### src/rtl/quad_pkg.sv
// Shared encodings for the quadrature step decoder: FSM states, direction levels,
// Gray-code phase constants and the old->new transition classifier.
package quad_pkg;

   typedef enum logic {
      ST_INIT  = 1'b0,
      ST_TRACK = 1'b1
   } quad_state_e;

   typedef enum logic [1:0] {
      TR_NONE = 2'd0,
      TR_UP   = 2'd1,
      TR_DN   = 2'd2,
      TR_ILL  = 2'd3
   } quad_tr_e;

   localparam logic DIR_UP = 1'b0;
   localparam logic DIR_DN = 1'b1;

   // Phase pair is packed as {A, B}
   localparam logic [1:0] AB_00 = 2'b00;
   localparam logic [1:0] AB_10 = 2'b10;
   localparam logic [1:0] AB_11 = 2'b11;
   localparam logic [1:0] AB_01 = 2'b01;

   // Successor in the A-leads-B (up) rotation 00->10->11->01->00
   function automatic logic [1:0] gray_next_up(input logic [1:0] ab);
      logic [1:0] nxt;
      case (ab)
         AB_00:   nxt = AB_10;
         AB_10:   nxt = AB_11;
         AB_11:   nxt = AB_01;
         default: nxt = AB_00;
      endcase
      return nxt;
   endfunction

   function automatic quad_tr_e classify(input logic [1:0] old_ab, input logic [1:0] new_ab);
      quad_tr_e tr;
      if (old_ab == new_ab)
         tr = TR_NONE;
      else if ((old_ab ^ new_ab) == 2'b11)
         tr = TR_ILL;
      else if (new_ab == gray_next_up(old_ab))
         tr = TR_UP;
      else
         tr = TR_DN;
      return tr;
   endfunction

endpackage

### src/rtl/quad_sync_filter.sv
// Two-phase synchroniser plus stability filter: a new AB value is accepted only after it
// has been sampled unchanged, and different from filt_ab, for FILT_LEN consecutive edges.
module quad_sync_filter #(
   parameter int SYNC_STAGES = 2,
   parameter int FILT_LEN    = 3
) (
   input  logic       clk,
   input  logic       rst,
   input  logic       a_in,
   input  logic       b_in,
   output logic [1:0] filt_ab,
   output logic       accept,
   output logic [1:0] new_ab
);

   localparam int CNT_W   = $clog2(FILT_LEN + 1);
   // cnt holds (run length - 2) at the edge before acceptance, so the run completes
   // on the edge where the current sample is the FILT_LEN-th identical one.
   localparam int CNT_TGT = (FILT_LEN >= 2) ? FILT_LEN - 2 : 0;

   logic [SYNC_STAGES-1:0] sync_a;
   logic [SYNC_STAGES-1:0] sync_b;
   logic [1:0]             sample;
   logic [1:0]             prev_ab;
   logic [CNT_W-1:0]       cnt;
   logic                   run_done;

   assign sample   = {sync_a[SYNC_STAGES-1], sync_b[SYNC_STAGES-1]};
   assign run_done = (FILT_LEN == 1) ||
                     ((sample == prev_ab) && (cnt == CNT_W'(CNT_TGT)));
   assign accept   = (sample != filt_ab) && run_done;
   assign new_ab   = sample;

   always_ff @(posedge clk) begin
      if (rst) begin
         sync_a  <= '0;
         sync_b  <= '0;
         prev_ab <= '0;
         filt_ab <= '0;
         cnt     <= '0;
      end else begin
         sync_a  <= {sync_a[SYNC_STAGES-2:0], a_in};
         sync_b  <= {sync_b[SYNC_STAGES-2:0], b_in};
         prev_ab <= sample;
         if (accept || (sample == filt_ab) || (sample != prev_ab))
            cnt <= '0;
         else
            cnt <= cnt + CNT_W'(1);
         if (accept)
            filt_ab <= sample;
      end
   end

endmodule

### src/rtl/quad_step_decoder.sv
// x4 quadrature decoder: filtered AB transitions become a 1-cycle step plus dir level,
// illegal double-phase jumps raise err. Optional err counter under QUAD_ERR_CNT_EN.
module quad_step_decoder
   import quad_pkg::*;
#(
   parameter int SYNC_STAGES = 2,
   parameter int FILT_LEN    = 3
) (
   input  logic        clk,
   input  logic        rst,
   input  logic        a_in,
   input  logic        b_in,
   input  logic        en,
   output logic        step,
   output logic        dir,
   output logic        err,
`ifdef QUAD_ERR_CNT_EN
   output logic [7:0]  err_cnt,
   input  logic        err_clr,
`endif
   output quad_state_e dbg_state
);

   logic [1:0]  filt_ab;
   logic [1:0]  new_ab;
   logic        accept;
   quad_state_e state;
   quad_tr_e    tr;

   quad_sync_filter #(
      .SYNC_STAGES (SYNC_STAGES),
      .FILT_LEN    (FILT_LEN)
   ) u_filter (
      .clk     (clk),
      .rst     (rst),
      .a_in    (a_in),
      .b_in    (b_in),
      .filt_ab (filt_ab),
      .accept  (accept),
      .new_ab  (new_ab)
   );

   assign tr        = classify(filt_ab, new_ab);
   assign dbg_state = state;

   // The first accepted value after reset only establishes the reference position.
   always_ff @(posedge clk) begin
      if (rst) begin
         state <= ST_INIT;
         step  <= 1'b0;
         dir   <= DIR_UP;
         err   <= 1'b0;
      end else begin
         step <= 1'b0;
         err  <= 1'b0;
         if (accept) begin
            case (state)
               ST_INIT: state <= ST_TRACK;
               default: begin
                  case (tr)
                     TR_UP: begin
                        dir  <= DIR_UP;
                        step <= en;
                     end
                     TR_DN: begin
                        dir  <= DIR_DN;
                        step <= en;
                     end
                     TR_ILL:  err <= 1'b1;
                     default: ;
                  endcase
               end
            endcase
         end
      end
   end

`ifdef QUAD_ERR_CNT_EN
   always_ff @(posedge clk) begin
      if (rst || err_clr)
         err_cnt <= 8'h00;
      else if (err && (err_cnt != 8'hFF))
         err_cnt <= err_cnt + 8'd1;
   end
`endif

endmodule
### config.mk
export PLATFORM = sky130hd
export DESIGN_NAME = quad_step_decoder
export DESIGN_NICKNAME = d
export VERILOG_FILES = /design/src/rtl/quad_pkg.sv /design/src/rtl/quad_sync_filter.sv /design/src/rtl/quad_step_decoder.sv
export SDC_FILE = /design/constraint.sdc
export NUM_CORES = 1
export LEC_CHECK = 0
export CELL_PAD_IN_SITES_DETAIL_PLACEMENT = 0
export CELL_PAD_IN_SITES_GLOBAL_PLACEMENT = 2
export CORE_MARGIN = 8
export CORE_UTILIZATION = 28
export DETAILED_ROUTE_END_ITERATION = 8
export GPL_TIMING_DRIVEN = 0
export PLACE_DENSITY_LB_ADDON = 0.2
export SLEW_MARGIN = 20
export SYNTH_ARGS = -nofsm -noshare
export SYNTH_HDL_FRONTEND = slang
export SYNTH_SLANG_ARGS = --single-unit
### constraint.sdc
create_clock -name clk -period 1.8 [get_ports clk]
set_input_delay 0.27 -clock clk [delete_from_list [all_inputs] [get_ports clk]]
set_output_delay 0.27 -clock clk [all_outputs]
set_load 0.05 [all_outputs]
Yosys cells after proc, flatten, opt, wreduce, memory -nomap -nowiden
Index checks and enable logic that the tools add are counted.

Register bits: 14. Bits of input ports: 5. Output and inout bits: 4. Word-level logic and storage cells: 46.

Add/sub/neg operators: 1. Equality and inequality tests: 13. Muxes and demuxes: 8. Bitwise gates (word level): 4. Reductions and logical operators: 11.

Operators by type and width (number): $eq 2x2->1 const B (5); $mux 2 (5); $eq 2x2->1 (4); $pmux 2 s3 (1); $eq 2x1->1 const B (2); $ne 2x2->1 (2); $reduce_or 2->1 (2); $reduce_or 4->1 (1); $not 1->1 (3); $reduce_and 3->1 (1); $reduce_or 3->1 (1); $add 2x1->2 const B (1); $logic_and 1x1->1 (2); $logic_not 2->1 (1); $logic_or 1x1->1 (2); $pmux 1 s2 (1); $reduce_bool 2->1 (1); $xor 2x2->2 (1); $mux 1 (1).

Depth between registers and ports, before layout
Gate-level depths: netlist of the first run.

Word-level depth: 12. Gate-level depth with buffers: 6. Mapped depth without buffers: 6.

Hierarchy
From an unflattened synthesis of the first run, not the netlist that was laid out.

Cells, all modules: 62. Area total of the unflattened synthesis: 623.1 µm².

Modules (own cells, without submodules): quad_sync_filter (times used 1, cells an instance 40, area an instance 400.4 µm²); quad_step_decoder (times used 1, cells an instance 22, area an instance 222.7 µm²).

Least setup slack after synthesis of the first run
Ideal clock, no wire load.

Kind: register -> register. Start: reg u_filter.sync_a[1]. End: reg u_filter.filt_ab[0]. Library setup time: 0.121 ns. Data arrival time: 1.809 ns. Slack: -0.130 ns. Cell stages (with the launch flop): 7. Path buffers: 1. Clock period less this slack: 1.930 ns. Cells stage by stage: dfxtp_1 -> xor2_1 -> inv_1 -> ha_1 -> or4b_1 -> buf_2 -> mux2_4.

Longest elaborated chain between the ends: 3. Elaborated cells between the ends (all ways): 4. Classes of those cells: 2 x eq/ne; 2 x reduce/logical.

Ends and longest elaborated chain: start, declared (line quad_sync_filter.sv:21) `logic [SYNC_STAGES-1:0] sync_a;`; start signal, assigned (line quad_sync_filter.sv:42) `sync_a <= {sync_a[SYNC_STAGES-2:0], a_in};`; $eq 2x2->1 (line quad_sync_filter.sv:30) `((sample == prev_ab) && (cnt == CNT_W'(CNT_TGT)));`; $logic_and 1x1->1 (line quad_sync_filter.sv:30); $logic_and 1x1->1 * (line quad_sync_filter.sv:31) `assign accept = (sample != filt_ab) && run_done;`; end signal, assigned (line quad_sync_filter.sv:50) `filt_ab <= sample;`; end, declared (line quad_sync_filter.sv:11) `output logic [1:0] filt_ab,`.

Mark *: on every way between the ends. The rest lies on a longest branch, timed or not. A chain may end at the register's enable or synchronous reset.

Worst setup path after layout of the first run
Start: reg u_filter.sync_a[1]. End: reg u_filter.filt_ab[1].

Longest elaborated chain between the ends: 3. Elaborated cells between the ends (all ways): 4. Classes of those cells: 2 x eq/ne; 2 x reduce/logical.

Ends and longest elaborated chain (line): $eq 2x2->1 (quad_sync_filter.sv:30); $logic_and 1x1->1 (quad_sync_filter.sv:30); $logic_and 1x1->1 (quad_sync_filter.sv:31).

Parallel ways exist; a longest one is shown, timed or not.

==> results of run 1 <==
## worst max-delay path by stage
| stage | slack (ns) | cells after the start | from | end |
|---|---|---|---|---|
| after global routing | 0.002 | 5 | u_filter.sync_a[1] | u_filter.filt_ab[0] |
| after global placement | -0.06 | 6 | u_filter.sync_a[1] | u_filter.filt_ab[1] |
| after CTS | 0.02 | 6 | u_filter.sync_a[1] | u_filter.filt_ab[1] |
| after floorplan | 0.02 | 6 | u_filter.sync_a[1] | u_filter.filt_ab[1] |
| after detailed placement | -0.05 | 6 | u_filter.sync_a[1] | u_filter.filt_ab[1] |
| final | 0.05 | 5 | u_filter.sync_a[1] | u_filter.filt_ab[1] |
## sequential cells by signal, summed over array words and instances (netlist names)
register	cells
u_filter.cnt	2
u_filter.filt_ab	2
u_filter.prev_ab	2
u_filter.sync_a	2
u_filter.sync_b	2
dbg_state	1
dir	1
err	1
step	1
## power by group through the flow
stage          Combinational (mW)  Sequential (mW)  Clock, mW
6_report                   0.0496            0.319      0.183
5_1_grt                    0.0567            0.320      0.213
4_1_cts                    0.0487            0.319      0.197
3_5_place_dp               0.0427            0.328          0
3_3_place_gp               0.0429            0.328          0
2_1_floorplan              0.0250            0.328          0
## stage by stage
step / std cells / power, mW / cell area, um^2 / utilization / setup WS [ns]
3_3_place_gp: 89 / 0.3705 / 718.2 / 0.3661 / -0.05892
4_1_cts: 97 / 0.5650 / 788.3 / 0.4018 / 0.01622
3_5_place_dp: 89 / 0.3704 / 718.2 / 0.3661 / -0.05433
5_1_grt: 96 / 0.5895 / 787.0 / 0.4011 / 0.002126
2_1_floorplan: 54 / 0.3530 / 604.3 / - / 0.02184
6_report: 96 / 0.5518 / 787.0 / 0.4011 / 0.05073
## logic make-up after synthesis
logic type,share of synthesized area
AOI/OAI and AO/OA,0.01715
xor gates and xnor gates,0.09013
adders and majority gates,0.08584
buffers and inverters,0.04075
DFF,0.4807
muxes,0.06867
and+or+nand+nor,0.2167
## cell usage in the layout (no fill, tap or decap)
cell type / instances
or4b_4: 1
mux2_4: 2
inv_2: 1
nor3_1: 1
xnor2_1: 2
ha_1: 3
xor2_4: 1
nand2b_1: 1
clkdlybuf4s50_1: 8
dfxtp_4: 2
mux2i_1: 1
a21oi_1: 1
ha_2: 1
o21ai_0: 1
clkbuf_4: 3
or3_1: 1
nor4_2: 1
nor4_1: 3
inv_1: 3
nor2b_1: 8
xor2_1: 3
nand3_1: 1
nand2_1: 1
clkbuf_1: 2
dfxtp_1: 12
buf_4: 4
nor4b_2: 1
## synthesized netlist by cell type
master and n:
dfxtp_1 14, nor2b_1 8, ha_1 4, inv_1 4, nor4_1 4, xor2_1 4, mux2_4 2, xnor2_1 2
a21oi_1 1, buf_2 1, clkbuf_1 1, mux2i_1 1, nand2_1 1, nand2b_1 1, nand3_1 1, nor3_1 1
nor4b_2 1, o21ai_0 1, or3_1 1, or4b_1 1
## what timing repair did
| action | CTS | global route |
|---|---|---|
| endpoints found under the setup margin | 3 | 3 |
| endpoints found under the hold margin | 0 | 0 |
| gates resized for setup | 2 | 3 |
| buffers inserted | 4 | 0 |
| pin swaps | 1 | 2 |
| hold buffers | 0 | 0 |
| gates cloned | 0 | 0 |
## cell type report
cell class,instances,area [um^2]
timing repair buffer,12,110.1
tap,27,33.78
fill,217,1175
sequential,14,287.8
buffer,1,3.754
inverter,4,15.01
multi-input combinational,34,310.3
clock buffer,4,26.28
## layer usage
metal	routed length, um	up-vias	track usage	part of all wire
li1	-	215	-	-
met1	539	177	0.08551	0.51
met2	472	4	0.09010	0.45
met3	28	2	0.02505	0.027
met4	10	0	0.03896	0.0095
met5	0	-	0	0
==> results.txt, run 1 <==
DIE HEIGHT: 61.63 um
RSZ-0062 raised after global routing: false
Skew-Pair Late Insertion Delay: 0.27 ns
drt drc: 0
Clk pwr share: 0.332
Die Wd: 61.63 um
IO Count: 9
sequential share of power: 0.578
Worst Path Required: 1.97 ns
leakage power: 0.3130 nW
Synth top area share: 0.4807
Pwr per Cell Area: 701.2 nW/um^2
setup TNS: 0 ns
Mapped Nets: 63
r2r worst-path depth: 5
crit-path cells: xor2_4, inv_2, ha_2, or4b_4, mux2_4
Worst Hold Class: register to register
yosys warns: 0
Clock Pin Slew Worst Setup and Hold Paths: 0.09 ns
Layout Area Growth over Synthesis: 34.98%
Final Critical Period: 1.749 ns
Fin. Hold Viols: 0
clk buf depth: 2
CTS sink count: 14
status: finished, final reports clean
largest net degree at the start of global routing: 11
cell chosen for the clock root: clkbuf_4
CP bufs+invs: 1
period utilization: 0.9718
Nets: 79
Max-cap violations: 0
Critical Path Sink Type: register
total number of vias: 398
ant diodes: 0
synth unique cells: 20
Iteration-0 DRC Markers: 4
DR WL/cell: 10.94 um
Slew @ Worst Pin: 0.5053 ns
gpl congestion: 0.7159
skew final: 0.007153 ns
Worst R2R Start: u_filter.sync_a[1]
Starting Density: 0.2972
row cnt: 16
Port-buffer cells: 8
CTS tree: done
P_sw: 0.1255 mW
total gr overflow: 0
crit-path max cell delay: 0.57 ns
FF-to-FF End: u_filter.filt_ab[1]
Worst Hold End: u_filter.cnt[0]
top cell family by delay on the critical path: simple AND/OR/NAND/NOR gates
Total GRT Usage: 0.06624
worst rel slew slack: 0.6621
hpwl dp: 750.6 um
worst vdd ir: 0.0003131 V
critical path arrival: 1.92 ns
syn_area_per_cell: 10.80 um^2
Worst Setup Path Type: register to register
R2R Setup Slk: 0.05 ns
first-pass GRT wire length: 1.787 mm
largest area contributor in the netlist: dfxtp_1
number of global-route vias before repair: 389
Gate power share: 0.090
layout cell share with drive strength beyond 1: 0.2464
Fmax: 0.5717 GHz
Cells after Synth: 54
critical-path maximum fanout: 5
Core ar.: 1962 um^2
initial antenna violation count: 0
top cells by area, synth: dfxtp_1, ha_1, nor2b_1
Hold Path Depth: 1
H-tree depth: 1
DRT antenna net count: 0
hold path start: u_filter.cnt[0]
#FFs+latches synth: 14
Hold Slack: 0.4360 ns
Slowest-stage cell, CP: or4b_4
first drt pass iteration count: 4
cts bufs inserted: 3
via/cell ratio: 4.146
max-slew violations: 0
Seq/Total Area, Yosys: 0.4807
final wirelength: 1.050 mm
Setup-failing EPs final: 0
Int Pwr: 0.4263 mW
sw frac: 0.2275
startpoint types: register
Die Area: 3798 um^2
Post-Syn Area: 583.1 um^2
Note: power is estimated with default switching activity, not from simulation.
==> inputs of run 2 (changes only) <==
SETUP_SLACK_MARGIN = 0.5   (was unset)
==> run 2 against run 1 <==
Against the previous run:
- utilization up 3.6 points
- maximum frequency decreased by 1.9%
- flip-flop and latch count is the same
- critical path depth stayed put
- die area did not move
- via count up 7.3%
- power up 10%
==> results.txt, run 2 (synthesis gave the netlist of run 1 again) <==
Die Wd: 61.63 um
via/cell ratio: 4.357
period utilization: 0.9909
critical path arrival: 1.96 ns
Core ar.: 1962 um^2
Fin. Hold Viols: 0
R2R Setup Slk: 0.02 ns
Worst Path Required: 1.97 ns
DR WL/cell: 12.09 um
Setup-failing EPs final: 0
first drt pass iteration count: 4
RSZ-0062 raised after global routing: true
final wirelength: 1.185 mm
total gr overflow: 0
status: finished, final reports clean
layout cell share with drive strength beyond 1: 0.4225
startpoint types: register
initial antenna violation count: 0
Hold Slack: 0.4418 ns
Pwr per Cell Area: 707.3 nW/um^2
Nets: 81
hold buffers post-CTS: 0
skew final: 0.006374 ns
Worst Setup Path Type: register to register
total number of vias: 427
worst rel slew slack: 0.7175
Worst Hold Class: register to register
max-slew violations: 0
Starting Density: 0.2972
Slew @ Worst Pin: 0.4199 ns
final instance area: 858.3 um^2
drt drc: 0
Max-cap violations: 0
Layout Area Growth over Synthesis: 47.21%
Port-buffer cells: 8
Iteration-0 DRC Markers: 6
Die Area: 3798 um^2
Total GRT Usage: 0.07131
hpwl dp: 760.1 um
ant diodes: 0
Clock Pin Slew Worst Setup and Hold Paths: 0.09 ns
CTS sink count: 14
most frequent cells in the layout: dfxtp_1, nor2b_1, buf_4, clkdlybuf4s50_1
cell chosen for the clock root: clkbuf_4
row cnt: 16
DP Area: 718.2 um^2
number of global-route vias before repair: 433
largest net degree at the start of global routing: 11
H-tree depth: 1
Fmax: 0.5606 GHz
leakage power: 0.3470 nW
worst vdd ir: 0.0004492 V
cts bufs inserted: 3
Skew-Pair Late Insertion Delay: 0.28 ns
critical-path maximum fanout: 4
CTS tree: done
gpl congestion: 0.7159
DIE HEIGHT: 61.63 um
IO Count: 9
clk buf depth: 2
Critical Path Sink Type: register
first-pass GRT wire length: 1.932 mm
commonest non-fill, non-tap cell in the layout: dfxtp_1
DRT antenna net count: 0
Final Critical Period: 1.784 ns
## run 2: cell types whose count changed in the layout (fill, tap and decap cells not counted), sizes merged
cell	delta
clkdlybuf4s18	+1
clkdlybuf4s15	+2
clkdlybuf4s50	-4
buf	+3
## run 2: path summary, 6_finish.rpt
kind,startpoint,endpoint,cells after the start
min reg2reg,u_filter.sync_b[0],u_filter.sync_b[1],1
min,u_filter.sync_b[0],u_filter.sync_b[1],1
max,u_filter.sync_a[1],u_filter.filt_ab[0],5
max reg2reg,u_filter.sync_a[1],u_filter.filt_ab[0],5
## run 2: layer usage
| layer | part of all wire | vias to the layer above | GRT usage | wire length, um |
|---|---|---|---|---|
| met2 | 0.48 | 6 | 0.1004 | 566 |
| met1 | 0.48 | 204 | 0.08789 | 565 |
| li1 | - | 213 | - | - |
| met3 | 0.028 | 4 | 0.01879 | 33 |
| met4 | 0.017 | 0 | 0.05844 | 20 |
| met5 | 0 | - | 0 | 0 |
## run 2: worst max-delay path, stage by stage (launching register included)
cell and delay, ns:
dfxtp_4 0.37, buf_4 0.15, xor2_2 0.19, or4b_4 0.54, buf_6 0.15, mux2_4 0.28
## run 2: repair_timing
item,4_1_cts,5_1_grt
endpoints found under the setup margin,12,10
pin swaps,2,0
hold endpoints to repair,0,0
setup buffers,5,0
resized for setup,20,9
## run 2: power breakdown
group | switching [mW] | total [mW] | internal (mW)
clock network | 0.106 | 0.229 | 0.123
registers | 0.00513 | 0.320 | 0.314
logic | 0.0284 | 0.0583 | 0.0299
## run 2: stage by stage
step / worst slack, ns / instances / utilization / power [mW] / setup TNS, ns
floorplan: 0.02258 / 54 / - / 0.3529 / 0
global placement: -0.05912 / 89 / 0.3661 / 0.3704 / -0.1160
detailed placement: -0.06180 / 89 / 0.3661 / 0.3705 / -0.1214
CTS: 0.01686 / 98 / 0.4190 / 0.6136 / 0
global route: -0.01391 / 98 / 0.4375 / 0.6361 / -0.02168
finish: 0.01634 / 98 / 0.4375 / 0.6071 / 0
## run 2: cell type report
type                    instances  area (um^2)
inverters                       4        15.01
flip-flops and latches         14        289.0
clock buffers                   4        36.28
fillers                       213         1104
multi-input cells              34        352.8
well taps                      27        33.78
repair buffers                 13        115.1
plain buffers                   2        16.27
